<file path="config.mk">
export PLATFORM = sky130hd
export DESIGN_NAME = spram_arbiter_flat
export DESIGN_NICKNAME = d
export VERILOG_FILES = /design/src/rtl/spram_arbiter_pkg.sv /design/src/rtl/spram_arbiter_if.sv /design/src/rtl/spram_rr_pick.sv /design/src/rtl/spram_arbiter.sv /design/src/flat_wrapper.sv
export SDC_FILE = /design/constraint.sdc
export NUM_CORES = 1
export LEC_CHECK = 0
export BUFFER_PORTS_ARGS = -buffer_cell sky130_fd_sc_hd__clkbuf_2
export CORE_UTILIZATION = 40
export CTS_BUF_LIST = sky130_fd_sc_hd__clkbuf_8
export DETAILED_ROUTE_END_ITERATION = 10
export PLACE_DENSITY = 0.74
export SLEW_MARGIN = 20
export SYNTH_ARGS = -nofsm -noshare
export SYNTH_HDL_FRONTEND = slang
export SYNTH_SLANG_ARGS = --single-unit
export TNS_END_PERCENT = 30
</file>
<file path="constraint.sdc">
create_clock -name in_clock -period 3.25 [get_ports in_clock]
set_input_delay 0.1625 -clock in_clock [delete_from_list [all_inputs] [get_ports in_clock]]
set_output_delay 0.1625 -clock in_clock [all_outputs]
set_load 0.01 [all_outputs]
</file>
<file path="src/rtl/spram_arbiter_pkg.sv">
// Shared types and default widths for the two-requester single-port RAM arbiter.
package spram_arbiter_pkg;

    localparam int ADDR_W_DEFAULT = 10;
    localparam int DATA_W_DEFAULT = 16;

    // One command in flight: accept in IDLE, drive the RAM in ACCESS,
    // collect registered read data in CAPTURE.
    typedef enum logic [1:0] {
        IDLE    = 2'd0,
        ACCESS  = 2'd1,
        CAPTURE = 2'd2
    } state_t;

endpackage

</file>
<file path="src/rtl/spram_arbiter_if.sv">
// Requester and RAM-side bus of the arbiter. The arbiter takes the slave
// view; whatever drives the requests and hosts the RAM takes the master view.
interface spram_arbiter_if
    import spram_arbiter_pkg::*;
#(
    parameter int ADDR_W = ADDR_W_DEFAULT,
    parameter int DATA_W = DATA_W_DEFAULT
);

    logic [1:0]          in_req_valid;
    logic [1:0]          in_req_write;
    logic [2*ADDR_W-1:0] in_req_addr;
    logic [2*DATA_W-1:0] in_req_wdata;
    logic [1:0]          out_req_ready;
    logic [1:0]          out_rsp_valid;
    logic [DATA_W-1:0]   out_rsp_data;
    logic                out_ram_enable;
    logic                out_ram_write;
    logic [ADDR_W-1:0]   out_ram_address;
    logic [DATA_W-1:0]   out_ram_data;
    logic [DATA_W-1:0]   in_ram_data;
    logic                out_busy;

    modport slave (
        input  in_req_valid, in_req_write, in_req_addr, in_req_wdata, in_ram_data,
        output out_req_ready, out_rsp_valid, out_rsp_data,
        output out_ram_enable, out_ram_write, out_ram_address, out_ram_data, out_busy
    );

    modport master (
        output in_req_valid, in_req_write, in_req_addr, in_req_wdata, in_ram_data,
        input  out_req_ready, out_rsp_valid, out_rsp_data,
        input  out_ram_enable, out_ram_write, out_ram_address, out_ram_data, out_busy
    );

endinterface

</file>
<file path="src/rtl/spram_rr_pick.sv">
// Two-way round-robin picker. The grant is purely combinational from the
// valid lines; the last-grant pointer moves only when a transfer completes,
// so a requester that withdraws before being accepted leaves it untouched.
module spram_rr_pick
    import spram_arbiter_pkg::*;
(
    input  logic       clk,
    input  logic       rst_n,
    input  logic [1:0] valid,
    input  logic       take,
    output logic [1:0] grant
);

    // 1 means requester 1 was granted last, so requester 0 wins the next tie.
    logic last;

    // Pick the winner: a lone requester wins, a tie goes to the one not served last.
    always_comb begin
        grant = 2'b00;
        case (valid)
            2'b01:   grant = 2'b01;
            2'b10:   grant = 2'b10;
            2'b11:   grant = last ? 2'b01 : 2'b10;
            default: grant = 2'b00;
        endcase
    end

    // Remember who was served on each completed transfer; reset favours requester 0.
    always_ff @(posedge clk or negedge rst_n) begin
        if (!rst_n) begin
            last <= 1'b1;
        end else if (take) begin
            last <= grant[1];
        end
    end

endmodule

</file>
<file path="src/rtl/spram_arbiter.sv">
// Two-requester arbiter in front of an external single-port RAM with a
// one-cycle registered read. Commands are accepted only in IDLE, driven to
// the RAM for exactly one cycle, and reads return one cycle later.
module spram_arbiter
    import spram_arbiter_pkg::*;
#(
    parameter int ADDR_W = ADDR_W_DEFAULT,
    parameter int DATA_W = DATA_W_DEFAULT
)(
    input  logic           in_clock,
    input  logic           in_reset_n,
    spram_arbiter_if.slave bus
);

    state_t            state;
    state_t            state_nx;
    logic [1:0]        grant;
    logic [1:0]        ready;
    logic              fire;
    logic              win;
    logic              winner;
    logic              ram_enable;
    logic              ram_write;
    logic [ADDR_W-1:0] ram_address;
    logic [DATA_W-1:0] ram_data;
    logic [1:0]        rsp_valid;
    logic [DATA_W-1:0] rsp_data;

    spram_rr_pick u_pick (
        .clk   (in_clock),
        .rst_n (in_reset_n),
        .valid (bus.in_req_valid),
        .take  (fire),
        .grant (grant)
    );

    // Ready is offered only in IDLE and never while reset is held.
    assign ready = (state == IDLE && in_reset_n) ? grant : 2'b00;
    assign fire  = |(bus.in_req_valid & ready);
    assign win   = grant[1];

    assign bus.out_req_ready   = ready;
    assign bus.out_rsp_valid   = rsp_valid;
    assign bus.out_rsp_data    = rsp_data;
    assign bus.out_ram_enable  = ram_enable;
    assign bus.out_ram_write   = ram_write;
    assign bus.out_ram_address = ram_address;
    assign bus.out_ram_data    = ram_data;
    assign bus.out_busy        = (state != IDLE);

    // State register; reset aborts whatever command is in flight.
    always_ff @(posedge in_clock or negedge in_reset_n) begin
        if (!in_reset_n) begin
            state <= IDLE;
        end else begin
            state <= state_nx;
        end
    end

    // Next state: writes finish after ACCESS, reads go through CAPTURE.
    always_comb begin
        state_nx = state;
        case (state)
            IDLE:    if (fire) state_nx = ACCESS;
            ACCESS:  state_nx = ram_write ? IDLE : CAPTURE;
            CAPTURE: state_nx = IDLE;
            default: state_nx = IDLE;
        endcase
    end

    // RAM command register: loaded on a transfer, enable is a one-cycle pulse,
    // address/data/write hold their last values afterwards.
    always_ff @(posedge in_clock or negedge in_reset_n) begin
        if (!in_reset_n) begin
            ram_enable  <= 1'b0;
            ram_write   <= 1'b0;
            ram_address <= '0;
            ram_data    <= '0;
            winner      <= 1'b0;
        end else begin
            ram_enable <= 1'b0;
            if (fire) begin
                ram_enable  <= 1'b1;
                ram_write   <= bus.in_req_write[win];
                ram_address <= win ? bus.in_req_addr[2*ADDR_W-1:ADDR_W]
                                   : bus.in_req_addr[ADDR_W-1:0];
                ram_data    <= win ? bus.in_req_wdata[2*DATA_W-1:DATA_W]
                                   : bus.in_req_wdata[DATA_W-1:0];
                winner      <= win;
            end
        end
    end

    // Read response: capture RAM output in CAPTURE and strobe the owner once;
    // the data register holds until the next read completes.
    always_ff @(posedge in_clock or negedge in_reset_n) begin
        if (!in_reset_n) begin
            rsp_valid <= 2'b00;
            rsp_data  <= '0;
        end else begin
            rsp_valid <= 2'b00;
            if (state == CAPTURE) begin
                rsp_data  <= bus.in_ram_data;
                rsp_valid <= winner ? 2'b10 : 2'b01;
            end
        end
    end

endmodule

</file>
<file path="src/flat_wrapper.sv">
// flat-port wrapper written by rule: the top's interface ports become plain ports
module spram_arbiter_flat import spram_arbiter_pkg::*;
#(
    parameter int ADDR_W = ADDR_W_DEFAULT,
    parameter int DATA_W = DATA_W_DEFAULT
)
  (in_clock, in_reset_n, bus_in_req_valid, bus_in_req_write, bus_in_req_addr, bus_in_req_wdata, bus_in_ram_data, bus_out_req_ready, bus_out_rsp_valid, bus_out_rsp_data, bus_out_ram_enable, bus_out_ram_write, bus_out_ram_address, bus_out_ram_data, bus_out_busy);
  spram_arbiter_if #(.ADDR_W(ADDR_W), .DATA_W(DATA_W)) bus_i ();
  input  logic in_clock;
  input  logic in_reset_n;
  input wire logic [$bits(bus_i.in_req_valid)-1:0] bus_in_req_valid;
  input wire logic [$bits(bus_i.in_req_write)-1:0] bus_in_req_write;
  input wire logic [$bits(bus_i.in_req_addr)-1:0] bus_in_req_addr;
  input wire logic [$bits(bus_i.in_req_wdata)-1:0] bus_in_req_wdata;
  input wire logic [$bits(bus_i.in_ram_data)-1:0] bus_in_ram_data;
  output wire logic [$bits(bus_i.out_req_ready)-1:0] bus_out_req_ready;
  output wire logic [$bits(bus_i.out_rsp_valid)-1:0] bus_out_rsp_valid;
  output wire logic [$bits(bus_i.out_rsp_data)-1:0] bus_out_rsp_data;
  output wire logic [$bits(bus_i.out_ram_enable)-1:0] bus_out_ram_enable;
  output wire logic [$bits(bus_i.out_ram_write)-1:0] bus_out_ram_write;
  output wire logic [$bits(bus_i.out_ram_address)-1:0] bus_out_ram_address;
  output wire logic [$bits(bus_i.out_ram_data)-1:0] bus_out_ram_data;
  output wire logic [$bits(bus_i.out_busy)-1:0] bus_out_busy;
  assign bus_i.in_req_valid = bus_in_req_valid;
  assign bus_i.in_req_write = bus_in_req_write;
  assign bus_i.in_req_addr = bus_in_req_addr;
  assign bus_i.in_req_wdata = bus_in_req_wdata;
  assign bus_i.in_ram_data = bus_in_ram_data;
  assign bus_out_req_ready = bus_i.out_req_ready;
  assign bus_out_rsp_valid = bus_i.out_rsp_valid;
  assign bus_out_rsp_data = bus_i.out_rsp_data;
  assign bus_out_ram_enable = bus_i.out_ram_enable;
  assign bus_out_ram_write = bus_i.out_ram_write;
  assign bus_out_ram_address = bus_i.out_ram_address;
  assign bus_out_ram_data = bus_i.out_ram_data;
  assign bus_out_busy = bus_i.out_busy;
  spram_arbiter #(.ADDR_W(ADDR_W), .DATA_W(DATA_W)) u_core (.in_clock(in_clock), .in_reset_n(in_reset_n), .bus(bus_i));
endmodule
</file>
**Yosys cells after proc, flatten, opt, wreduce, memory -nomap -nowiden**

Index checks and enable logic that the tools add are counted.

- Equality and inequality tests: 6
- Reductions and logical operators: 4
- Bitwise logic cells: 1
- Multiplexer cells: 13
- Magnitude comparators: 1

Operators with widths:

| kind | number |
|---|---|
| $mux 16 | 1 |
| $mux 2 | 6 |
| $mux 10 | 1 |
| $eq 2x2->1 const B | 3 |
| $pmux 2 s3 | 1 |
| $eq 2x1->1 const B | 2 |
| $pmux 2 s2 | 1 |
| $mux 1 | 3 |
| $and 2x2->2 | 1 |
| $logic_not 2->1 | 1 |
| $lt 1x2->1 const B | 1 |
| $ne 2x1->1 const B | 1 |
| $reduce_bool 2->1 | 1 |
| $reduce_or 2->1 | 1 |
| $logic_and 1x1->1 | 1 |

- Bits of input ports: 74
- Output and inout port bits: 49
- Bits in registers: 50
- Logic and storage cells: 34

**Depth between registers and ports, before layout**

Gate-level depths: netlist of run 1.

- Word-level depth: 7
- Depth in mapped cells: 6
- Depth with buffers taken out: 3

**Hierarchy**

Synthesis of run 1 repeated with hierarchy kept, for this count alone.

- Cell total of the unflattened synthesis: 145
- Area total of the unflattened synthesis: 2245.9 um2

Modules (own cells, without submodules):

| module | cells an instance | area each (um2) | instances | seq. area each (um2) |
|---|---|---|---|---|
| spram_arbiter | 140 | 2182.1 | 1 | 1226.2 |
| spram_rr_pick | 5 | 63.8 | 1 | 26.3 |

**Least setup slack after synthesis of run 1**

Ideal clock, no wire load.

- Path kind: register to output
- Start point: register u_core.state[0]
- End point: output port bus_out_req_ready[1]
- Path buffers: 2
- Data arrival time: 1487 ps
- Cell stages (with the launch flop): 6
- Required time: 3087 ps
- Slack: 1601 ps
- Path through: dfrtp_1 > or3b_4 > or2_1 > buf_6 > buf_6 > a21oi_1

- Word-level cells in the longest chain between the ends: 3

Ends and longest elaborated chain:

| item | RTL line | source |
|---|---|---|
| from (decl) | spram_arbiter.sv:15 | `state_t state;` |
| from (signal assigned) | spram_arbiter.sv:56 | `state <= state_nx;` |
| $logic_not 2->1 | spram_arbiter.sv:38 | `assign ready = (state == IDLE && in_reset_n) ? grant : 2'b00;` |
| $logic_and 1x1->1 | spram_arbiter.sv:38 |  |
| $mux 2 | spram_arbiter.sv:38 |  |
| to (decl) | flat_wrapper.sv:16 | `output wire logic [$bits(bus_i.out_req_ready)-1:0] bus_out_req_ready;` |

No other way between the ends.

**Worst setup path after layout of run 1**

Ends and elaborated chain as after synthesis.

==> results of run 1 <==
registers in the layout, summed over array words and instances (netlist names):
name / count
u_core.winner: 1
u_core.bus.out_rsp_data: 16
u_core.bus.out_rsp_valid: 2
u_core.bus.out_ram_enable: 1
u_core.bus.out_ram_write: 1
u_core.bus.out_ram_address: 10
u_core.bus.out_ram_data: 16
u_core.state: 2
u_core.u_pick.last: 1
per-layer routing:
| metal | part of all wire | GRT usage |
|---|---|---|
| met1 | 0.42 | 0.245 |
| met2 | 0.48 | 0.314 |
| met3 | 0.084 | 0.0533 |
| met4 | 0.012 | 0.0544 |
| met5 | 0 | 0 |
worst reg2reg max path: stages, from the launching register on:
cell     delay [ns]
dfrtp_1        0.41
or3b_4         0.55
or2_2          0.55
buf_4          0.32
o31ai_4        0.28
how the worst max path moves through the flow:
stage               cells past startpoint                   end  slack (ns)
global placement                        6  bus_out_req_ready[1]        1.02
floorplan                               5  bus_out_req_ready[1]        1.60
finish                                  5  bus_out_req_ready[1]        0.71
global route                            5  bus_out_req_ready[1]        0.60
detailed placement                      6  bus_out_req_ready[1]        0.99
CTS                                     5  bus_out_req_ready[1]        0.68
kinds of logic after synthesis:
logic type,Yosys count,share of synthesized area
AO/OA/AOI/OAI,86,0.319
flip-flops,50,0.491
AND/OR/NAND/NOR,38,0.0643
buffers and inverters,24,0.0545
multiplexers,16,0.0707
per-stage QoR:
step	std cells	area [µm²]	util	setup WS, ns	power [mW]
floorplan	214	2550	-	1.60	1.61
global placement	397	3180	0.527	1.02	1.95
detailed placement	397	3180	0.527	0.987	1.99
CTS	405	3290	0.546	0.681	2.44
global route	405	3290	0.546	0.604	2.57
finish	405	3290	0.546	0.705	2.41
final cells by class:
type                    instances  area, µm²
multi-input cells             140       1160
fillers                       557       2740
clock buffers                   5       68.8
clock inverters                 3       45.0
repair buffers                128        656
inverters                       4       15.0
flip-flops and latches         50       1250
well taps                      75       93.8
power by group through the flow:
stage               registers (mW)  clock network (mW)  logic [mW]
floorplan                     1.08                   0       0.533
finish                       0.975               0.447       0.983
global route                  1.01               0.485        1.08
detailed placement           0.990                   0        1.00
CTS                          0.977               0.458        1.00
global placement             0.980                   0       0.970
placed cells by master (no fill, tap or decap), drive strengths merged:
cell and instances:
clkbuf 127, dfrtp 49, nor2 31, o21ai 29, a21oi 28, o31ai 27
mux2 16, buf 6, inv 4, or2 2, nand2b 2, clkinvlp 2
nand2 1, or3b 1, a21boi 1, a2bb2oi 1, nor3b 1, bufinv 1
dfstp 1
==> impl_metrics.toml, run 1 <==
[synthesis]
synth_enable_flop_cells = 0
synth-seq-cells = 50
yosysMostFrequentCell = "dfrtp_1"
synth_top_area_cell = "dfrtp_1"
syn-num-nets = 288
async_flop_share = 1.00
synth_ff_type = "dfrtp_1"
yosys-top-cells-count = "dfrtp_1 (49), nor2_1 (31), o21ai_0 (29)"
synthTopCellsByArea = "dfrtp_1 (48%), o31ai_4 (17%), mux2_2 (7.1%), o21ai_0 (5.7%), a21oi_1 (5.5%)"
seq_area_frac_synth = 0.491
ys_types = 22
netlist_area_um2 = 2550
synth_cells = 214
synth_top_area_share = 0.481
syn_area_per_cell_um2 = 11.9
synth_warnings = 0

[global_route]
grt_pass1_vias = 2029
grt_overflow_total = 0
grt_max_degree = 51
antenna_found_initial = 0
grt_util_all_layers = 0.191
grt_pass1_wl_mm = 9.60

[critical_path]
cp_num_buf_inv = 2
crit_required_ns = 3.09
rr_startpoint = "u_core.state[0]"
critPathTopFamily = "simple AND/OR/NAND/NOR gates"
r2r_slack_ns = 1.04
end_kind = "output port"
slowest_delay_ns = 0.55
worstSetupPathType = "reg -> out"
slowest_stage = "or3b_4"
crit_start = "u_core.state[0]"
r2r_cells = 4
crit_arrival_ns = 2.38
start_kind = "register"
r2r_end = "u_core.bus.out_ram_data[15]"
path_cells = "or3b_4, or2_2, buf_4, a21oi_1, clkbuf_2"
path_max_fanout = 32

[floorplanning]
ios = 123
row_count = 28
die_h_um = 81.8
die_w_um = 81.8
core-area_um2 = 6030
start_util = 0.423
dieArea_um2 = 6700

[routing]
wire_per_inst_um = 15.3
ant_nets = 0
drtPass1Iterations = 4
drt_iter0_drc = 53
routed_via_density = 5.12
totalWireLength_mm = 6.18
drc = 0
via_count = 2072

[job]
drv_cap = 0

[clock_network]
cts_sinks = 50
cts_max_level = 2
cts_tree = "yes"
clkLatencyLatePin_ns = 0.31
cts-resized-gates = 0
root_buffer = "clkbuf_8"
cts_setup_buffers = 0
cts_buffer_depth = 2
clk_pin_slew_ns = 0.09
cts_buffers = 5
ctsHoldBuffers = 0

[sta]
finalHoldViolCount = 36
worstMarginPinSlew_ns = 0.913
setup_viol_count_final = 0
drv_slew = 0
fin_skew_ns = 0.00259
holdWs_ns = -0.0406
fmax_mhz = 393
slew-limit-headroom = 0.391
period_minus_slack_ns = 2.54
rsz0062_at_grt = "no"
final.period_utilization = 0.783
finalSetupTns_ns = 0

[finish]
area_growth_pct = 29.1
nNetsFinal = 403
drive_gt1_frac = 0.558
antenna_cells = 0

[power_and_ir_drop]
switching_share = 0.361
power.share.clock = 0.186
intPower_mw = 1.54
irDropWorstVdd_mv = 0.368
p_switching_mw = 0.869
combPwrFrac = 0.409
power_density_nw_per_um2 = 731
seqPwrFrac = 0.405
p_leak_nw = 1.57

[outcome]
violations = "negative hold slack"
status = "finished with violations"

[worst_hold_path]
hold_class = "in -> async"

[place]
port_buffers = 122
gp_congestion = 0.717
dp_hpwl_mm = 4.54
No activity file was read; power rests on OpenSTA's default activity.
==> run 2, diff against run 1 <==
--- a/config.mk
+++ b/config.mk
@@ -9,7 +9,7 @@
 export CORE_UTILIZATION = 40
 export CTS_BUF_LIST = sky130_fd_sc_hd__clkbuf_8
 export DETAILED_ROUTE_END_ITERATION = 10
-export PLACE_DENSITY = 0.74
+export PLACE_DENSITY = 0.77
 export SLEW_MARGIN = 20
 export SYNTH_ARGS = -nofsm -noshare
 export SYNTH_HDL_FRONTEND = slang
==> constraint.sdc (replaced) <==
create_clock -name in_clock -period 2.15 [get_ports in_clock]
set_input_delay 0.1075 -clock in_clock [delete_from_list [all_inputs] [get_ports in_clock]]
set_output_delay 0.1075 -clock in_clock [all_outputs]
set_load 0.01 [all_outputs]
==> impl_metrics.toml, run 2 (synthesis results as in run 1) <==
[sta]
finalHoldViolCount = 0
fmax_mhz = 483
worst_slack_ns = 0.0811
finalSetupTns_ns = 0
final.period_utilization = 0.962
drv_slew = 0
worstMarginPinSlew_ns = 0.633
period_minus_slack_ns = 2.07
fin_skew_ns = 0.0103
setup_viol_count_final = 0
slew-limit-headroom = 0.578
rsz0062_at_grt = "no"

[finish]
drive_gt1_frac = 0.555
fill_cells = 550
fin_cells = 410
area_growth_pct = 31.0
nNetsFinal = 408
antenna_cells = 0
final_common_cell = "clkbuf_2"
layout_common_cells = "clkbuf_2 (122), dfrtp_1 (49), nor2_1 (30)"
design_area_um2 = 3340

[floorplanning]
ios = 123
row_count = 28
die_w_um = 81.8
die_h_um = 81.8
dieArea_um2 = 6700
core-area_um2 = 6030
start_util = 0.423

[global_route]
grt_overflow_total = 0
grt_pass1_vias = 2124
grt_pass1_wl_mm = 9.68
grt_max_degree = 51
grt_util_all_layers = 0.191
antenna_found_initial = 0

[routing]
drtPass1Iterations = 4
ant_nets = 0
totalWireLength_mm = 5.99
drc = 0
wire_per_inst_um = 14.6
drt_iter0_drc = 73
routed_via_density = 5.06
via_count = 2076

[outcome]
status = "finished, final reports clean"

[job]
drv_cap = 0

[critical_path]
path_max_fanout = 26
worstSetupPathType = "in -> out"
crit_arrival_ns = 1.96
start_kind = "primary input"
crit_required_ns = 2.04
end_kind = "output port"

[place]
dpl_cell_area_um2 = 3220
gp_congestion = 0.732
dp.cells = 401
port_buffers = 122
dp_hpwl_mm = 4.24
place_ws_ns = 0.330

[power_and_ir_drop]
power_density_nw_per_um2 = 1080
p_leak_nw = 1.61
combPwrFrac = 0.417
power.share.clock = 0.177
switching_share = 0.353
p_switching_mw = 1.27
intPower_mw = 2.34
irDropWorstVdd_mv = 0.452
seqPwrFrac = 0.406

[clock_network]
cts_sinks = 50
cts_buffers = 5
cts_max_level = 2
cts_tree = "yes"
clkLatencyLatePin_ns = 0.30
cts_buffer_depth = 2
root_buffer = "clkbuf_8"
clk_pin_slew_ns = 0.09

[worst_hold_path]
hold_class = "in -> reg"
run 2: layout make-up:
cell class / count / area, µm² / share of cell area
inverter: 4 / 15.0 / 0.00450
multi-input combinational: 140 / 1160 / 0.348
timing repair buffer: 133 / 708 / 0.212
sequential: 50 / 1250 / 0.375
clock inverter: 3 / 37.5 / 0.0112
clock buffer: 5 / 68.8 / 0.0206
tap: 75 / 93.8 / 0.0281
run 2: critical path, cell delays in order:
cell	delay [ns]
dlygate4sd3_1	0.53
clkbuf_2	0.12
or3b_4	0.37
or2_4	0.32
buf_12	0.21
a21oi_1	0.14
clkbuf_2	0.14
run 2: power by group through the flow:
| stage | sequential (mW) | combinational [mW] | clock (mW) |
|---|---|---|---|
| after floorplan | 1.63 | 0.806 | 0 |
| after global placement | 1.47 | 1.49 | 0 |
| after detailed placement | 1.49 | 1.53 | 0 |
| after CTS | 1.47 | 1.53 | 0.660 |
| after global routing | 1.52 | 1.65 | 0.704 |
| final | 1.47 | 1.50 | 0.640 |
run 2: timing repair:
action,in CTS,in global routing
endpoints found under the hold margin,49,0
resized for setup,1,0
setup endpoints to repair,1,0
hold buffers,1,0
setup buffers,0,0
run 2: final timing paths:
check	startpoint	end	slack [ns]	cells after the start
setup reg to reg	u_core.state[0]	u_core.bus.out_ram_data[3]	0.46	4
max in group asynchronous	in_reset_n	u_core.bus.out_rsp_data[4]	1.22	3
hold reg to reg	u_core.winner	u_core.bus.out_rsp_valid[0]	0.44	1
min in group asynchronous	in_reset_n	u_core.bus.out_ram_data[7]	0.49	3
hold / removal	bus_in_ram_data[13]	u_core.bus.out_rsp_data[13]	0.03	2
setup / recovery	in_reset_n	bus_out_req_ready[1]	0.08	7
run 2: stage by stage:
step	hold slack, ns	util	total power, mW
after floorplan	-0.188	-	2.44
after global placement	0.288	0.534	2.96
after detailed placement	0.308	0.534	3.01
after CTS	0.0235	0.554	3.66
after global routing	0.0233	0.554	3.87
final	0.0339	0.554	3.61
run 2: metal layers:
metal / up-vias / GRT usage / wire length (µm)
li1: 997 / - / -
met1: 990 / 0.227 / 2470
met2: 85 / 0.327 / 2970
met3: 4 / 0.0633 / 493
met4: 0 / 0.0509 / 47
met5: - / 0 / 0
